<file path="config.mk">
export PLATFORM = sky130hd
export DESIGN_NAME = ysyx_201979054_reset_gen
export DESIGN_NICKNAME = d
export VERILOG_FILES = /design/src/rtl/ysyx_201979054_reset_pkg.sv /design/src/rtl/ysyx_201979054_btn_filter.sv /design/src/rtl/ysyx_201979054_reset_gen.sv
export SDC_FILE = /design/constraint.sdc
export NUM_CORES = 1
export LEC_CHECK = 0
export ABC_AREA = 0
export CORE_MARGIN = 4
export CORE_UTILIZATION = 60
export CTS_CLUSTER_DIAMETER = 40
export DETAILED_ROUTE_END_ITERATION = 16
export GPL_TIMING_DRIVEN = 0
export PLACE_DENSITY = 0.84
export SKIP_LAST_GASP = 1
export SLEW_MARGIN = 20
export SYNTH_ARGS = -nofsm -noshare
export SYNTH_HDL_FRONTEND = slang
export SYNTH_SLANG_ARGS = --single-unit
</file>
<file path="constraint.sdc">
create_clock -name clk -period 4.5 [get_ports clk]
set_input_delay 0.9 -clock clk [delete_from_list [all_inputs] [get_ports clk]]
set_output_delay 0.9 -clock clk [all_outputs]
set_load 0.02 [all_outputs]
</file>
<file path="src/rtl/ysyx_201979054_reset_pkg.sv">
// Shared types and constants for the reset generator: FSM states and
// bit positions inside the reset-cause register.
package ysyx_201979054_reset_pkg;

   typedef enum logic [1:0] {
      HOLD    = 2'd0,
      RELEASE = 2'd1,
      RUN     = 2'd2
   } rst_state_e;

   localparam int CAUSE_POR  = 0;
   localparam int CAUSE_BTN  = 1;
   localparam int CAUSE_SOFT = 2;
   localparam int CAUSE_WDT  = 3;

   localparam logic [3:0] CAUSE_POR_VAL = 4'(1) << CAUSE_POR;

endpackage

</file>
<file path="src/rtl/ysyx_201979054_btn_filter.sv">
// Reset-button front end: two-flop synchronizer, consecutive-high filter
// and an arm flag so a held button produces only one accept pulse.
module ysyx_201979054_btn_filter
   import ysyx_201979054_reset_pkg::*;
#(
   parameter int BTN_FILTER = 8
) (
   input  logic clk,
   input  logic arst,
   input  logic btn_rst_i,
   output logic accept_o
);

   localparam int FW = $clog2(BTN_FILTER + 1);
   localparam logic [FW-1:0] CNT_LAST = FW'(BTN_FILTER - 1);

   logic          sync1_q, sync2_q;
   logic          armed_q, armed_d;
   logic [FW-1:0] cnt_q, cnt_d;
   logic          accept;

   // The Nth consecutive high sample is itself the accepting sample.
   assign accept   = armed_q & sync2_q & (cnt_q == CNT_LAST);
   assign accept_o = accept;

   always_comb begin
      cnt_d   = cnt_q;
      armed_d = armed_q;
      if (!sync2_q) begin
         cnt_d   = '0;
         armed_d = 1'b1;
      end else if (accept) begin
         cnt_d   = '0;
         armed_d = 1'b0;
      end else if (armed_q) begin
         cnt_d = cnt_q + FW'(1);
      end else begin
         cnt_d = '0;
      end
   end

   always_ff @(posedge clk or posedge arst) begin
      if (arst) begin
         sync1_q <= 1'b0;
         sync2_q <= 1'b0;
         armed_q <= 1'b0;
         cnt_q   <= '0;
      end else begin
         sync1_q <= btn_rst_i;
         sync2_q <= sync1_q;
         armed_q <= armed_d;
         cnt_q   <= cnt_d;
      end
   end

endmodule

</file>
<file path="src/rtl/ysyx_201979054_reset_gen.sv">
// Source-side reset generator: stretches any reset trigger to a minimum
// width, then releases the stage resets one by one and records the cause.
module ysyx_201979054_reset_gen
   import ysyx_201979054_reset_pkg::*;
#(
   parameter int HOLD_CYCLES = 16,
   parameter int STAGE_GAP   = 4,
   parameter int N_STAGES    = 3,
   parameter int BTN_FILTER  = 8,
   parameter int WDT_WIDTH   = 16
) (
   input  logic                 clk,
   input  logic                 arst,
   input  logic                 btn_rst,
   input  logic                 soft_rst_req,
   input  logic                 wdt_en,
   input  logic                 wdt_kick,
   input  logic [WDT_WIDTH-1:0] wdt_limit,
   output logic [N_STAGES-1:0]  rst_out,
   output logic                 rst_done,
   output logic [3:0]           rst_cause
);

   localparam int HW = (HOLD_CYCLES > 1) ? $clog2(HOLD_CYCLES) : 1;
   localparam int GW = (STAGE_GAP > 1) ? $clog2(STAGE_GAP) : 1;
   localparam int IW = $clog2(N_STAGES + 1);

   localparam logic [HW-1:0] HOLD_LAST  = HW'(HOLD_CYCLES - 1);
   localparam logic [GW-1:0] GAP_LAST   = GW'(STAGE_GAP - 1);
   localparam logic [IW-1:0] STAGE_LAST = IW'(N_STAGES - 1);

   rst_state_e           state_q, state_d;
   logic [HW-1:0]        hold_cnt_q, hold_cnt_d;
   logic [GW-1:0]        gap_cnt_q, gap_cnt_d;
   logic [IW-1:0]        idx_q, idx_d;
   logic [N_STAGES-1:0]  rst_out_q, rst_out_d;
   logic                 rst_done_q, rst_done_d;
   logic [3:0]           cause_q, cause_d;
   logic [WDT_WIDTH-1:0] wdt_cnt_q, wdt_cnt_d;

   logic                 btn_accept;
   logic                 in_run;
   logic                 wdt_active;
   logic                 wdt_expire;
   logic                 trigger;
   logic                 hold_last;
   logic                 gap_last;
   logic                 last_stage;
   logic [3:0]           trig_cause;
   logic [N_STAGES-1:0]  stage_sel;

   ysyx_201979054_btn_filter #(
      .BTN_FILTER (BTN_FILTER)
   ) u_btn_filter (
      .clk       (clk),
      .arst      (arst),
      .btn_rst_i (btn_rst),
      .accept_o  (btn_accept)
   );

   // One-hot decode of the stage currently waiting to be released.
   generate
      for (genvar gi = 0; gi < N_STAGES; gi++) begin : g_stage_sel
         assign stage_sel[gi] = (idx_q == IW'(gi));
      end
   endgenerate

   assign in_run     = (state_q == RUN);
   assign wdt_active = in_run & wdt_en & (wdt_limit != '0);
   // The >= keeps a lowered limit from letting the counter run away.
   assign wdt_expire = wdt_active & (wdt_cnt_q >= wdt_limit) & ~wdt_kick;
   assign trigger    = btn_accept | (in_run & (soft_rst_req | wdt_expire));
   assign hold_last  = (hold_cnt_q == HOLD_LAST);
   assign gap_last   = (gap_cnt_q == GAP_LAST);
   assign last_stage = (idx_q == STAGE_LAST);

   always_comb begin
      trig_cause             = '0;
      trig_cause[CAUSE_BTN]  = btn_accept;
      trig_cause[CAUSE_SOFT] = in_run & soft_rst_req;
      trig_cause[CAUSE_WDT]  = wdt_expire;
   end

   // State register
   always_ff @(posedge clk or posedge arst) begin
      if (arst) begin
         state_q <= HOLD;
      end else begin
         state_q <= state_d;
      end
   end

   // Next-state logic
   always_comb begin
      state_d = state_q;
      if (trigger) begin
         state_d = HOLD;
      end else begin
         case (state_q)
            HOLD: begin
               if (hold_last) begin
                  state_d = (N_STAGES == 1) ? RUN : RELEASE;
               end
            end
            RELEASE: begin
               if (gap_last && last_stage) begin
                  state_d = RUN;
               end
            end
            RUN:     state_d = RUN;
            default: state_d = HOLD;
         endcase
      end
   end

   // Output / datapath next values
   always_comb begin
      hold_cnt_d = hold_cnt_q;
      gap_cnt_d  = gap_cnt_q;
      idx_d      = idx_q;
      rst_out_d  = rst_out_q;
      rst_done_d = rst_done_q;
      cause_d    = cause_q;
      if (trigger) begin
         hold_cnt_d = '0;
         gap_cnt_d  = '0;
         idx_d      = IW'(1);
         rst_out_d  = '1;
         rst_done_d = 1'b0;
         cause_d    = trig_cause;
      end else begin
         case (state_q)
            HOLD: begin
               if (hold_last) begin
                  rst_out_d[0] = 1'b0;
                  gap_cnt_d    = '0;
                  idx_d        = IW'(1);
                  if (N_STAGES == 1) begin
                     rst_done_d = 1'b1;
                  end
               end else begin
                  hold_cnt_d = hold_cnt_q + HW'(1);
               end
            end
            RELEASE: begin
               if (gap_last) begin
                  rst_out_d = rst_out_q & ~stage_sel;
                  gap_cnt_d = '0;
                  idx_d     = idx_q + IW'(1);
                  if (last_stage) begin
                     rst_done_d = 1'b1;
                  end
               end else begin
                  gap_cnt_d = gap_cnt_q + GW'(1);
               end
            end
            default: ;
         endcase
      end

      // Expiry also zeroes the counter; the reset it causes keeps it there.
      if (!wdt_active || wdt_kick || wdt_expire) begin
         wdt_cnt_d = '0;
      end else begin
         wdt_cnt_d = wdt_cnt_q + WDT_WIDTH'(1);
      end
   end

   always_ff @(posedge clk or posedge arst) begin
      if (arst) begin
         hold_cnt_q <= '0;
         gap_cnt_q  <= '0;
         idx_q      <= IW'(1);
         rst_out_q  <= '1;
         rst_done_q <= 1'b0;
         cause_q    <= CAUSE_POR_VAL;
         wdt_cnt_q  <= '0;
      end else begin
         hold_cnt_q <= hold_cnt_d;
         gap_cnt_q  <= gap_cnt_d;
         idx_q      <= idx_d;
         rst_out_q  <= rst_out_d;
         rst_done_q <= rst_done_d;
         cause_q    <= cause_d;
         wdt_cnt_q  <= wdt_cnt_d;
      end
   end

   assign rst_out   = rst_out_q;
   assign rst_done  = rst_done_q;
   assign rst_cause = cause_q;

endmodule

</file>
# Word level (Yosys, flattened, before mapping)
# Index checks and enable logic that the tools add are counted.
# Widths: inputs -> output; s select.
# totals
register_bits	41
inputBits	22
output_inout_bits	8
wordCells	91
# classes
addsub	5
order_cmp	1
eq_ne	12
muxes	29
bitwise_logic	13
n_reduce_logical	18
# ops
operator	count
$mux 4	6
$mux 2	9
$add 16x1->16 const B	1
$ge 16x16->1	1
$mux 16	1
$reduce_bool 16->1	1
$ne 3x3->1 const B	3
$add 4x1->4 const B	2
$and 1x1->1	8
$pmux 2 s2	2
$reduce_and 2->1	4
$reduce_bool 2->1	4
$mux 1	7
$eq 2x2->1 const B	3
$mux 3	2
$pmux 2 s3	1
$reduce_and 3->1	2
$add 2x1->2 const B	2
$eq 2x1->1 const B	2
$eq 4x3->1 const B	1
$eq 4x4->1 const B	1
$logic_not 2->1	2
$ne 2x2->1 const B	2
$and 3x3->3	1
other kinds (8)	10

# Logic depth before layout (Yosys ltp)
# Gate-level depths: netlist of the first run.
# logic_depth
depth_word	10
depth_mapped	9
depth_no_buf	7

# Cells and area by module
# From an unflattened synthesis of the first run, not the netlist that was laid out.
# unflattened
cells_unflattened	254
area_unflattened_um2	2517.4
# modules_own_cells
mod	n_inst	cells_each	area_per_inst_um2	seq_area_each_um2
ysyx_201979054_reset_gen	1	232	2253.4	857.1
ysyx_201979054_btn_filter	1	22	264.0	175.2

# Worst setup path before layout of the first run
# No wires, ideal clock.
# synth_timing
kind	input port to flip-flop
start	input port wdt_limit[13]
end	register gap_cnt_q[0]
arrival_time_ns	2.616
slack_ns	1.801
path_stages	8
path_buffers	1
path_cell_list	inv_1 -> ha_1 -> a21o_1 -> a21o_1 -> a2111o_1 -> o31a_1 -> buf_6 -> nor3_2
# synth_via
elab_chain_len	9
elab_cells_between_ends	12
cone_classes	order compare: 1; eq/ne: 1; mux: 1; bitwise: 6; reduce/logical: 3
# synth_lines
element	line_no	text
start: declaration	ysyx_201979054_reset_gen.sv:18	input logic [WDT_WIDTH-1:0] wdt_limit,
parallel branches: the longest is 2 deep, another holds $ge 16x16->1	--	
$and 1x1->1 * (2 in series)	ysyx_201979054_reset_gen.sv:71	assign wdt_expire = wdt_active & (wdt_cnt_q >= wdt_limit) & ~wdt_kick;
$or 1x1->1 *	ysyx_201979054_reset_gen.sv:72	assign trigger = btn_accept | (in_run & (soft_rst_req | wdt_expire));
$and 1x1->1 *	ysyx_201979054_reset_gen.sv:72	
$or 1x1->1 *	ysyx_201979054_reset_gen.sv:72	
$ne 3x3->1 (no line) / $reduce_bool 3->1 (equally long branches)	--	
$reduce_and 2->1 (no line)	--	
end signal: assignment	ysyx_201979054_reset_gen.sv:180	gap_cnt_q <= gap_cnt_d;
end: declaration	ysyx_201979054_reset_gen.sv:34	logic [GW-1:0] gap_cnt_q, gap_cnt_d;
# Mark *: on every way between the ends.
# A chain may end at the register's enable or synchronous reset.

# Worst setup path in the final report of the first run
# layout_timing
start	input port wdt_limit[13]
end	register wdt_cnt_q[9]
# layout_via
elab_chain_len	6
elab_cells_between_ends	9
cone_classes	order compare: 1; mux: 1; bitwise: 3; reduce/logical: 4
# layout_lines
element	line_no	text
parallel branches: the longest is 4 deep, another holds $ge 16x16->1	--	
$logic_or 1x1->1 *	ysyx_201979054_reset_gen.sv:162	if (!wdt_active || wdt_kick || wdt_expire) begin
$mux 16 *	ysyx_201979054_reset_gen.sv:162	
named net wdt_cnt_d[9]	ysyx_201979054_reset_gen.sv:39	logic [WDT_WIDTH-1:0] wdt_cnt_q, wdt_cnt_d;
end signal: assignment	ysyx_201979054_reset_gen.sv:185	wdt_cnt_q <= wdt_cnt_d;
end: declaration	ysyx_201979054_reset_gen.sv:39	
# Mark *: on every way through the listed nets, which the timed path passes.

==> results of run 1 <==
## power by group through the flow
stage                     logic, mW  clock network (mW)  registers [mW]
after global routing          0.328               0.261           0.456
after detailed placement      0.290                   0           0.455
after global placement        0.277                   0           0.452
after CTS                     0.290               0.248           0.449
final                         0.286               0.239           0.448
after floorplan               0.200                   0           0.458
## worst paths after layout
kind / slack (ns) / startpoint / cells past startpoint / endpoint
max: 1.31 / wdt_limit[13] / 10 / wdt_cnt_q[9]$_DFF_PP0_
min: 0.36 / u_btn_filter.sync1_q$_DFF_PP0_ / 0 / u_btn_filter.sync2_q$_DFF_PP0_
max reg2reg: 2.05 / wdt_cnt_q[12]$_DFF_PP0_ / 8 / wdt_cnt_q[9]$_DFF_PP0_
min reg2reg: 0.36 / u_btn_filter.sync1_q$_DFF_PP0_ / 0 / u_btn_filter.sync2_q$_DFF_PP0_
max in group asynchronous: 3.19 / arst / 3 / rst_cause[0]$_DFFE_PP1N_
min in group asynchronous: 0.82 / arst / 2 / u_btn_filter.cnt_q[0]$_DFF_PP0_
## routing by layer
layer / share of wire / up-vias
li1: - / 912
met1: 0.47 / 824
met2: 0.48 / 18
met3: 0.027 / 9
met4: 0.019 / 0
met5: 0 / -
## layout by cell type (no fill, tap or decap), types with 2 or more instances in the layout
| master | synthesis | routed |
|---|---|---|
| clkbuf_8 | 0 | 6 |
| nor3_2 | 10 | 10 |
| a21oi_1 | 9 | 9 |
| inv_1 | 26 | 25 |
| o21ai_1 | 2 | 2 |
| nand2_1 | 20 | 20 |
| nand2b_1 | 2 | 2 |
| clkdlybuf4s50_1 | 0 | 29 |
| nand4_1 | 5 | 5 |
| and3_1 | 5 | 5 |
| and2_1 | 2 | 2 |
| or2_2 | 2 | 2 |
| xnor2_1 | 5 | 5 |
| o21ai_0 | 2 | 2 |
| mux2_2 | 2 | 2 |
| xor2_1 | 14 | 14 |
| nand3_1 | 15 | 15 |
| dfstp_2 | 5 | 5 |
| dfrtp_1 | 36 | 36 |
| clkbuf_1 | 2 | 4 |
| nor3_1 | 3 | 3 |
| ha_1 | 26 | 26 |
| a21o_1 | 3 | 3 |
| nor4_1 | 4 | 4 |
| nor2_1 | 26 | 26 |
## per-stage QoR
stage | cell area (um2) | setup WS (ns) | utilization | power, mW
after floorplan | 2404 | 1.801 | - | 0.6582
after global placement | 2754 | 1.049 | 0.7303 | 0.7288
after detailed placement | 2774 | 1.025 | 0.7356 | 0.7449
after CTS | 2864 | 1.320 | 0.7595 | 0.9860
after global routing | 2864 | 1.221 | 0.7595 | 1.044
final | 2864 | 1.313 | 0.7595 | 0.9733
## layout make-up
type                       instances  area, um2  share of cell area
timing repair buffer              30      310.3              0.1083
multi-input combinational        174       1242              0.4338
tap                               48      60.06             0.02097
sequential                        41       1032              0.3604
clock buffer                       8      90.09             0.03145
inverter                          26      97.59             0.03408
buffer                             5      31.28             0.01092
## Yosys cell counts (2+ instances only)
cell type	count
or2_2	2
dfrtp_1	36
and2_1	2
clkbuf_1	2
nand4_1	5
nor3_1	3
dfstp_2	5
xor2_1	14
o21ai_1	2
mux2_2	2
inv_1	26
a21o_1	3
and3_1	5
a21oi_1	9
nand3_1	15
ha_1	26
nor3_2	10
nor4_1	4
o21ai_0	2
nor2_1	26
nand2_1	20
nand2b_1	2
xnor2_1	5
## state kept, by name, indices dropped and copies added (netlist names)
register and count:
u_btn_filter.cnt_q 4, u_btn_filter.sync1_q 1, u_btn_filter.sync2_q 1, rst_cause 4
state_q 2, gap_cnt_q 2, hold_cnt_q 4, rst_out 3
u_btn_filter.armed_q 1, rst_done 1, idx_q 2, wdt_cnt_q 16
## kinds of logic (layout without fill, tap and decap cells)
family | after synthesis | after routing | synth area share
AO/OA/AOI/OAI | 26 | 26 | 0.07496
multiplexers | 3 | 3 | 0.01353
buffers and inverters | 31 | 69 | 0.05362
flip-flops | 41 | 41 | 0.4295
adder cells (fa/ha/maj) | 26 | 26 | 0.1353
AND/OR/NAND/NOR | 100 | 100 | 0.2238
XOR/XNOR | 19 | 19 | 0.06923
==> out/results.ini, run 1 <==
[route]
ant_nets = 0
route.detailed.drc = 0
drt_iter0_markers = 48
dr.pass1.iters = 4
wl_per_cell_um = 13.59
vias = 1763
postRouteWirelength_mm = 4.513
viasPerCell = 5.310

[cts]
clk_latency_ns = 0.29
clock-sinks = 41
root_buffer = clkbuf_8
cts_resized = 0
cts_setup_buffers = 0
clkTransAtPathRegs_ns = 0.07
cts-hold-fix-buffers = 0
cts_buffer_depth = 2
cts_inserted_buffers = 5
tritoncts = done
htree_levels = 2

[global_route]
use_met2 = 0.3041
grt_pass1_wl_mm = 7.838
antenna_found_initial = 0
grt_usage = 0.1932
grt_overflow_total = 0
grt_busiest_layer = met2
use_met3 = 0.04348
grt_max_degree = 35
grt_pass1_vias = 1756
grt_util_met1 = 0.2623

[power]
swShare = 0.3131
p_per_area_nw_per_um2 = 339.8
power_frac_seq = 0.460
internal_power_mw = 0.6685
ir_drop_uv = 294.3
p_leak_nw = 1.380
p_clk_frac = 0.246
power_switching_mw = 0.3048
power_frac_comb = 0.294

[yosys]
yosysSeqAreaShare = 0.4295
synth_top_area_share = 0.3748
synth_area_leader_cell = dfrtp_1
syn_area_um2 = 2404
synth_nets = 294
async_flop_share = 1.000
synth-edff-count = 0
synthTopCellsByArea = dfrtp_1, ha_1, dfstp_2
synth.ff_latch_count = 41
yosys_most_used_dff = dfrtp_1
ys_types = 43
yosysWarnings = 0
syn_inst = 246
syn_avg_cell_area_um2 = 9.771

[run]
maxCapViolCount = 0

[floorplan]
die_area_um2 = 5082
chipHeight_um = 71.29
ios = 30
rows = 22
core_um2 = 3771
die_x_um = 71.29
initial_utilization = 0.6374

[timing]
tightest_slew_ns = 0.7014
whs_ns = 0.3558
period_needed_ns = 3.187
timing.slew.headroom = 0.5324
hold_violations = 0
finalSetupTns_ns = 0
slew_viol_final = 0
setup_viol = 0
fmax_ghz = 0.3138
skew_ns = 0.005798
finalCritPeriodShare = 0.7083
rsz0062_at_grt = false

[critical_path]
crit_path_max_incr_delay_ns = 0.49
cp_data_arrival_time_ns = 3.36
cp.required_ns = 4.67
crit_type = primary input to flip-flop
crit_buf_inv = 4
critPathMaxFanout = 10
start_kind = primary input
cp_top_family = buffers and inverters
end_kind = flip-flop
cp_cell_sequence = clkdlybuf4s50_1 -> inv_1 -> ha_1 -> nand4_1 -> or3_1 -> a2111oi_2 -> nand4bb_1 -> buf_2 -> buf_4 -> nor2_1
crit_slowest_cell = clkdlybuf4s50_1

[placed_design]
io_buffer_count = 29
place.gp.congestion = 0.7482
placed_cells = 324
hpwlAfterDp_mm = 3.605

[cells_and_area]
drive_gt1_frac = 0.1127
synthToLayoutAreaGrowth_pct = 19.16
final_cells = 332
fillCellCount = 273
nNetsFinal = 331
diodes = 0

[status]
status = completed

[min_path]
hold_path.class = flip-flop to flip-flop

No activity file was read; power rests on OpenSTA's default activity.
==> run 2: changes to the inputs <==
Settings changed: CORE_UTILIZATION 60 to 55, PLACE_DENSITY 0.84 to 0.78.
Clock period 4.5 ns to 3.3 ns, I/O delays scaled along.
==> run 2 against run 1 <==
Wire length increased by 2.3%. Sequential power grew 36%. Sequential cell count did not move. Power increased by 36%. Sequential share of layout area is 0.095 points higher. Register-to-register slack worse by 1.2 ns. Largest power group unchanged. Combinational power increased by 37%. Critical path depth did not move. Via count is 0.40% higher. Worst setup slack lost 0.89 ns. Critical endpoint is now wdt_cnt_q[0]$_DFF_PP0_. Final cell count increased by 0.60%. Highest routed layer unchanged. Global-route usage is 0.14 points higher. Critical path type unchanged.
==> out/results.ini, run 2 (same netlist as run 1, synthesis figures left out) <==
[critical_path]
r2r_start = wdt_cnt_q[0]$_DFF_PP0_
start_kind = primary input
end_kind = flip-flop
cp_data_arrival_time_ns = 3.04  ; -0.32 ns
critPathMaxFanout = 10  ; unchanged
setup.worst_path.start = wdt_limit[13]
crit_type = primary input to flip-flop
cp.required_ns = 3.47  ; -1.20 ns

[timing]
whs_ns = 0.3537  ; -0.002070 ns
finalSetupTns_ns = 0  ; unchanged
fmax_ghz = 0.3481
tightest_slew_ns = 0.7010  ; -0.0004980 ns
finalCritPeriodShare = 0.8706
setup_viol = 0  ; unchanged
period_needed_ns = 2.873
rsz0062_at_grt = false
hold_violations = 0  ; unchanged
skew_ns = 0.01326  ; +0.007463 ns
timing.slew.headroom = 0.5327  ; about the same
slew_viol_final = 0  ; unchanged

[cells_and_area]
seq_area_um2 = 1032  ; unchanged
final_cell_mix = dfrtp_1, clkdlybuf4s50_1, nor2_1, ha_1, inv_1
diodes = 0  ; unchanged
largest_reg_flops = 16  ; unchanged
multiInputGateArea_um2 = 1242  ; unchanged
drive_gt1_frac = 0.1092  ; -0.003521
fillCellCount = 324  ; +19%
synthToLayoutAreaGrowth_pct = 18.84
utilization = 0.6941  ; -0.06532
final_area_um2 = 2856  ; -0.26%
regMostFlops = wdt_cnt_q
nNetsFinal = 331  ; unchanged
final_common_cell = dfrtp_1

[placed_design]
place.gp.congestion = 0.7842  ; +4.8%
postPlaceCellArea_um2 = 2776  ; about the same
hpwlAfterDp_mm = 3.547  ; -1.6%
io_buffer_count = 29  ; unchanged

[global_route]
grt_pass1_vias = 1879  ; +7.0%
grt_usage = 0.1946  ; +0.001370
grt_max_degree = 27  ; -23%
grt_pass1_wl_mm = 8.252  ; +5.3%
antenna_found_initial = 0  ; unchanged
grt_overflow_total = 0  ; unchanged

[cts]
cts_setup_buffers = 0  ; unchanged
tritoncts = done
clock-sinks = 41  ; unchanged
root_buffer = clkbuf_8
htree_levels = 2  ; unchanged
cts_buffer_depth = 2  ; unchanged
clk_latency_ns = 0.30  ; about the same
cts_inserted_buffers = 5  ; unchanged
cts-hold-fix-buffers = 0  ; unchanged
clkTransAtPathRegs_ns = 0.07  ; about the same
cts_resized = 0  ; unchanged

[route]
vias = 1770  ; +0.40%
wl_per_cell_um = 13.82  ; +1.7%
ant_nets = 0  ; unchanged
route.detailed.drc = 0  ; unchanged
dr.pass1.iters = 5  ; +1
viasPerCell = 5.299  ; -0.20%
drt_iter0_markers = 85  ; +77%
postRouteWirelength_mm = 4.617  ; +2.3%

[floorplan]
die_x_um = 74.11  ; +3.9%
rows = 23  ; +4.5%
initial_utilization = 0.5841  ; -0.05329
core_um2 = 4115  ; +9.1%
die_area_um2 = 5492  ; +8.1%
chipHeight_um = 74.11  ; +3.9%
ios = 30  ; unchanged

[run]
maxCapViolCount = 0  ; unchanged

[power]
p_per_area_nw_per_um2 = 461.7  ; +36%
p_leak_nw = 1.374  ; -0.44%
ir_drop_uv = 332.5  ; +13%

[status]
status = completed

[min_path]
hold_path.class = flip-flop to flip-flop
hold_start = u_btn_filter.sync1_q$_DFF_PP0_

## run 2: cell counts in the layout (fill, tap and decap cells not counted)
Identical to the previous run, type by type.
## run 2: layer usage
| layer | GRT usage | vias to the layer above | wire length [um] |
|---|---|---|---|
| li1 | - | 909 | - |
| met1 | 0.2519 | 837 | 2223 |
| met2 | 0.3278 | 20 | 2196 |
| met3 | 0.05270 | 4 | 162 |
| met4 | 0.04225 | 0 | 34 |
| met5 | 0 | - | 0 |
## run 2: final cells by class
class	instances	area share
buffer	5	0.01095
clock buffer	8	0.02803
inverter	26	0.03417
multi-input combinational	174	0.4350
sequential	41	0.3614
tap	50	0.02190
timing repair buffer	30	0.1086
## run 2: critical path, cell delays in order
cell,delay (ns)
clkdlybuf4s50_1,0.48
inv_1,0.05
ha_1,0.29
nand4_1,0.14
or3_1,0.43
a2111oi_2,0.35
nand4bb_1,0.18
buf_2,0.19
buf_4,0.20
nor2_1,0.07
## run 2: final timing paths
check,end,slack [ns],cells after the start
setup reg to reg,wdt_cnt_q[0]$_DFF_PP0_,0.89,9
max in group asynchronous,rst_cause[0]$_DFFE_PP1N_,2.11,3
hold / removal,u_btn_filter.sync2_q$_DFF_PP0_,0.35,0
setup / recovery,wdt_cnt_q[0]$_DFF_PP0_,0.43,10
min in group asynchronous,u_btn_filter.cnt_q[2]$_DFF_PP0_,0.65,2
hold reg to reg,u_btn_filter.sync2_q$_DFF_PP0_,0.35,0
## run 2: through the flow
stage / worst slack (ns) / instances / power (mW)
after floorplan: 0.8407 / 246 / 0.8975
after global placement: 0.1510 / 325 / 0.9964
after detailed placement: 0.1188 / 326 / 1.017
after CTS: 0.4172 / 334 / 1.336
after global routing: 0.2477 / 334 / 1.418
final: 0.4272 / 334 / 1.319
## run 2: power breakdown
| part | leakage, nW | internal (mW) | total [mW] | switching, mW |
|---|---|---|---|---|
| clock network | 0.0395 | 0.150 | 0.315 | 0.165 |
| logic | 0.803 | 0.172 | 0.392 | 0.220 |
| registers | 0.531 | 0.568 | 0.611 | 0.0429 |
| total | 1.37 | 0.891 | 1.32 | 0.428 |
==> run 3: changes to the inputs <==
Settings changed: CORE_MARGIN 4 to unset.
==> run 3 against run 2 <==
Worst hold slack worse by 0.0035 ns. Worst setup slack lost 0.063 ns. Final cell count is the same. Critical path depth did not move. Core utilization is 0.73 points higher. First-iteration DRC count increased by 4.7%. Cell area up 0.35%. Clock skew is 0.0025 ns lower. Sequential share of layout area fell by 0.13 points. Critical endpoint is now wdt_cnt_q[10]$_DFF_PP0_. Largest power group unchanged.
==> out/results.ini, run 3 (same netlist as run 1, synthesis figures left out) <==
[status]
status = completed

[timing]
fmax_ghz = 0.3406  ; -2.2%
finalSetupTns_ns = 0  ; unchanged
skew_ns = 0.01072  ; -0.002540 ns
period_needed_ns = 2.936  ; +0.06324 ns
rsz0062_at_grt = false
slew_viol_final = 0  ; unchanged
finalCritPeriodShare = 0.8897  ; +0.01916
timing.slew.headroom = 0.5151  ; -0.01764
hold_violations = 0  ; unchanged
tightest_slew_ns = 0.7274  ; +0.02646 ns
setup_viol = 0  ; unchanged

[cts]
cts_setup_buffers = 0  ; unchanged
cts_resized = 0  ; unchanged
root_buffer = clkbuf_8
cts_buffer_depth = 2  ; unchanged
cts-hold-fix-buffers = 0  ; unchanged
clock-sinks = 41  ; unchanged
htree_levels = 2  ; unchanged
tritoncts = done
cts_inserted_buffers = 5  ; unchanged
clkTransAtPathRegs_ns = 0.07  ; about the same
clk_latency_ns = 0.29  ; about the same

[route]
dr.pass1.iters = 4  ; -1
vias = 1776  ; +0.34%
drt_iter0_markers = 89  ; +4.7%
wl_per_cell_um = 13.23  ; -4.3%
ant_nets = 0  ; unchanged
viasPerCell = 5.317  ; +0.34%
postRouteWirelength_mm = 4.420  ; -4.3%
route.detailed.drc = 0  ; unchanged

[global_route]
grt_max_degree = 29  ; +7.4%
grt_pass1_wl_mm = 7.272  ; -12%
use_met2 = 0.3603  ; +0.03254
grt_busiest_layer = met2
grt_util_met1 = 0.2748  ; +0.02290
grt_pass1_vias = 1732  ; -7.8%
use_met3 = 0.04500  ; -0.007703
grt_usage = 0.2120  ; +0.01736
grt_overflow_total = 0  ; unchanged
antenna_found_initial = 0  ; unchanged

[floorplan]
ios = 30  ; unchanged
die_area_um2 = 4638  ; -16%
die_x_um = 68.11  ; -8.1%
core_um2 = 4086  ; -0.70%
chipHeight_um = 68.11  ; -8.1%
initial_utilization = 0.5882  ; +0.004113
rows = 23  ; unchanged

[critical_path]
critPathMaxFanout = 10  ; unchanged
reg2reg_slack_ns = 0.85  ; -0.04 ns
end_kind = flip-flop
r2r_start = wdt_cnt_q[13]$_DFF_PP0_
reg2reg_depth = 8  ; -1
endpoint = wdt_cnt_q[10]$_DFF_PP0_
r2r-end = wdt_cnt_q[10]$_DFF_PP0_
cp_data_arrival_time_ns = 3.11  ; +0.07 ns
cp.required_ns = 3.47  ; about the same
crit_type = primary input to flip-flop
start_kind = primary input
setup.worst_path.start = wdt_limit[13]

[cells_and_area]
diodes = 0  ; unchanged
drive_gt1_frac = 0.1127  ; +0.003521
synthToLayoutAreaGrowth_pct = 19.26
final_common_cell = dfrtp_1
regMostFlops = wdt_cnt_q
largest_reg_flops = 16  ; unchanged
nNetsFinal = 331  ; unchanged
final_cell_mix = dfrtp_1, clkdlybuf4s50_1, nor2_1, ha_1, inv_1

[power]
power_mw = 1.329  ; +0.75%
p_per_area_nw_per_um2 = 463.6  ; +0.40%
p_leak_nw = 1.380  ; +0.44%
ir_drop_uv = 381.8  ; +15%

[placed_design]
io_buffer_count = 29  ; unchanged
hpwlAfterDp_mm = 3.489  ; -1.6%
place.gp.congestion = 0.7871  ; +0.37%

[run]
maxCapViolCount = 0  ; unchanged

[min_path]
hold_path.class = flip-flop to flip-flop

[run 3: cell counts in the layout (fill, tap and decap cells not counted)]
Identical to the previous run, type by type.
[run 3: metrics by stage]
stage	hold WS (ns)	instance area (um2)	utilization	setup WS [ns]	cells
6_report	0.3502	2867	0.7015	0.3639	334
3_3_place_gp	0.3335	2756	0.6745	0.08473	325
4_1_cts	0.3530	2867	0.7015	0.3474	334
5_1_grt	0.3560	2867	0.7015	0.1960	334
3_5_place_dp	0.3379	2776	0.6794	0.05328	326
2_1_floorplan	0.3312	2404	-	0.8407	246
[run 3: power breakdown]
group          switching (mW)  internal (mW)  total [mW]  leakage, nW
Clock                   0.158          0.170       0.329       0.0455
Sequential             0.0438          0.568       0.612        0.531
Combinational           0.216          0.171       0.388        0.803
Total                   0.418          0.910        1.33         1.38
[run 3: how the worst min path moves through the flow]
| stage | from | end | slack (ns) | depth (start not counted) |
|---|---|---|---|---|
| 2_1_floorplan | u_btn_filter.sync1_q$_DFF_PP0_ | u_btn_filter.sync2_q$_DFF_PP0_ | 0.33 | 0 |
| 3_3_place_gp | u_btn_filter.sync1_q$_DFF_PP0_ | u_btn_filter.sync2_q$_DFF_PP0_ | 0.33 | 0 |
| 3_5_place_dp | u_btn_filter.sync1_q$_DFF_PP0_ | u_btn_filter.sync2_q$_DFF_PP0_ | 0.34 | 0 |
| 4_1_cts | u_btn_filter.sync1_q$_DFF_PP0_ | u_btn_filter.sync2_q$_DFF_PP0_ | 0.35 | 0 |
| 5_1_grt | u_btn_filter.sync1_q$_DFF_PP0_ | u_btn_filter.sync2_q$_DFF_PP0_ | 0.36 | 0 |
| 6_report | u_btn_filter.sync1_q$_DFF_PP0_ | u_btn_filter.sync2_q$_DFF_PP0_ | 0.35 | 0 |
[run 3: area by class of cell]
class	count	area, um2
repair buffers	30	310.3
inverters	26	97.59
plain buffers	5	31.28
fillers	328	1220
clock buffers	8	90.09
well taps	50	62.56
flip-flops and latches	41	1032
multi-input cells	174	1242
[run 3: routing by layer]
metal | part of all wire | wire [um]
met3 | 0.022 | 99
met5 | 0 | 0
met1 | 0.50 | 2229
met4 | 0.0045 | 20
met2 | 0.47 | 2071
[run 3: worst max-delay path, cell delays in order]
cell and delay (ns):
clkdlybuf4s50_1 0.48, inv_1 0.05, ha_1 0.29, nand4_1 0.15
or3_1 0.45, a2111oi_2 0.39, nand4bb_1 0.18, buf_2 0.20
buf_4 0.20, nor2_1 0.06
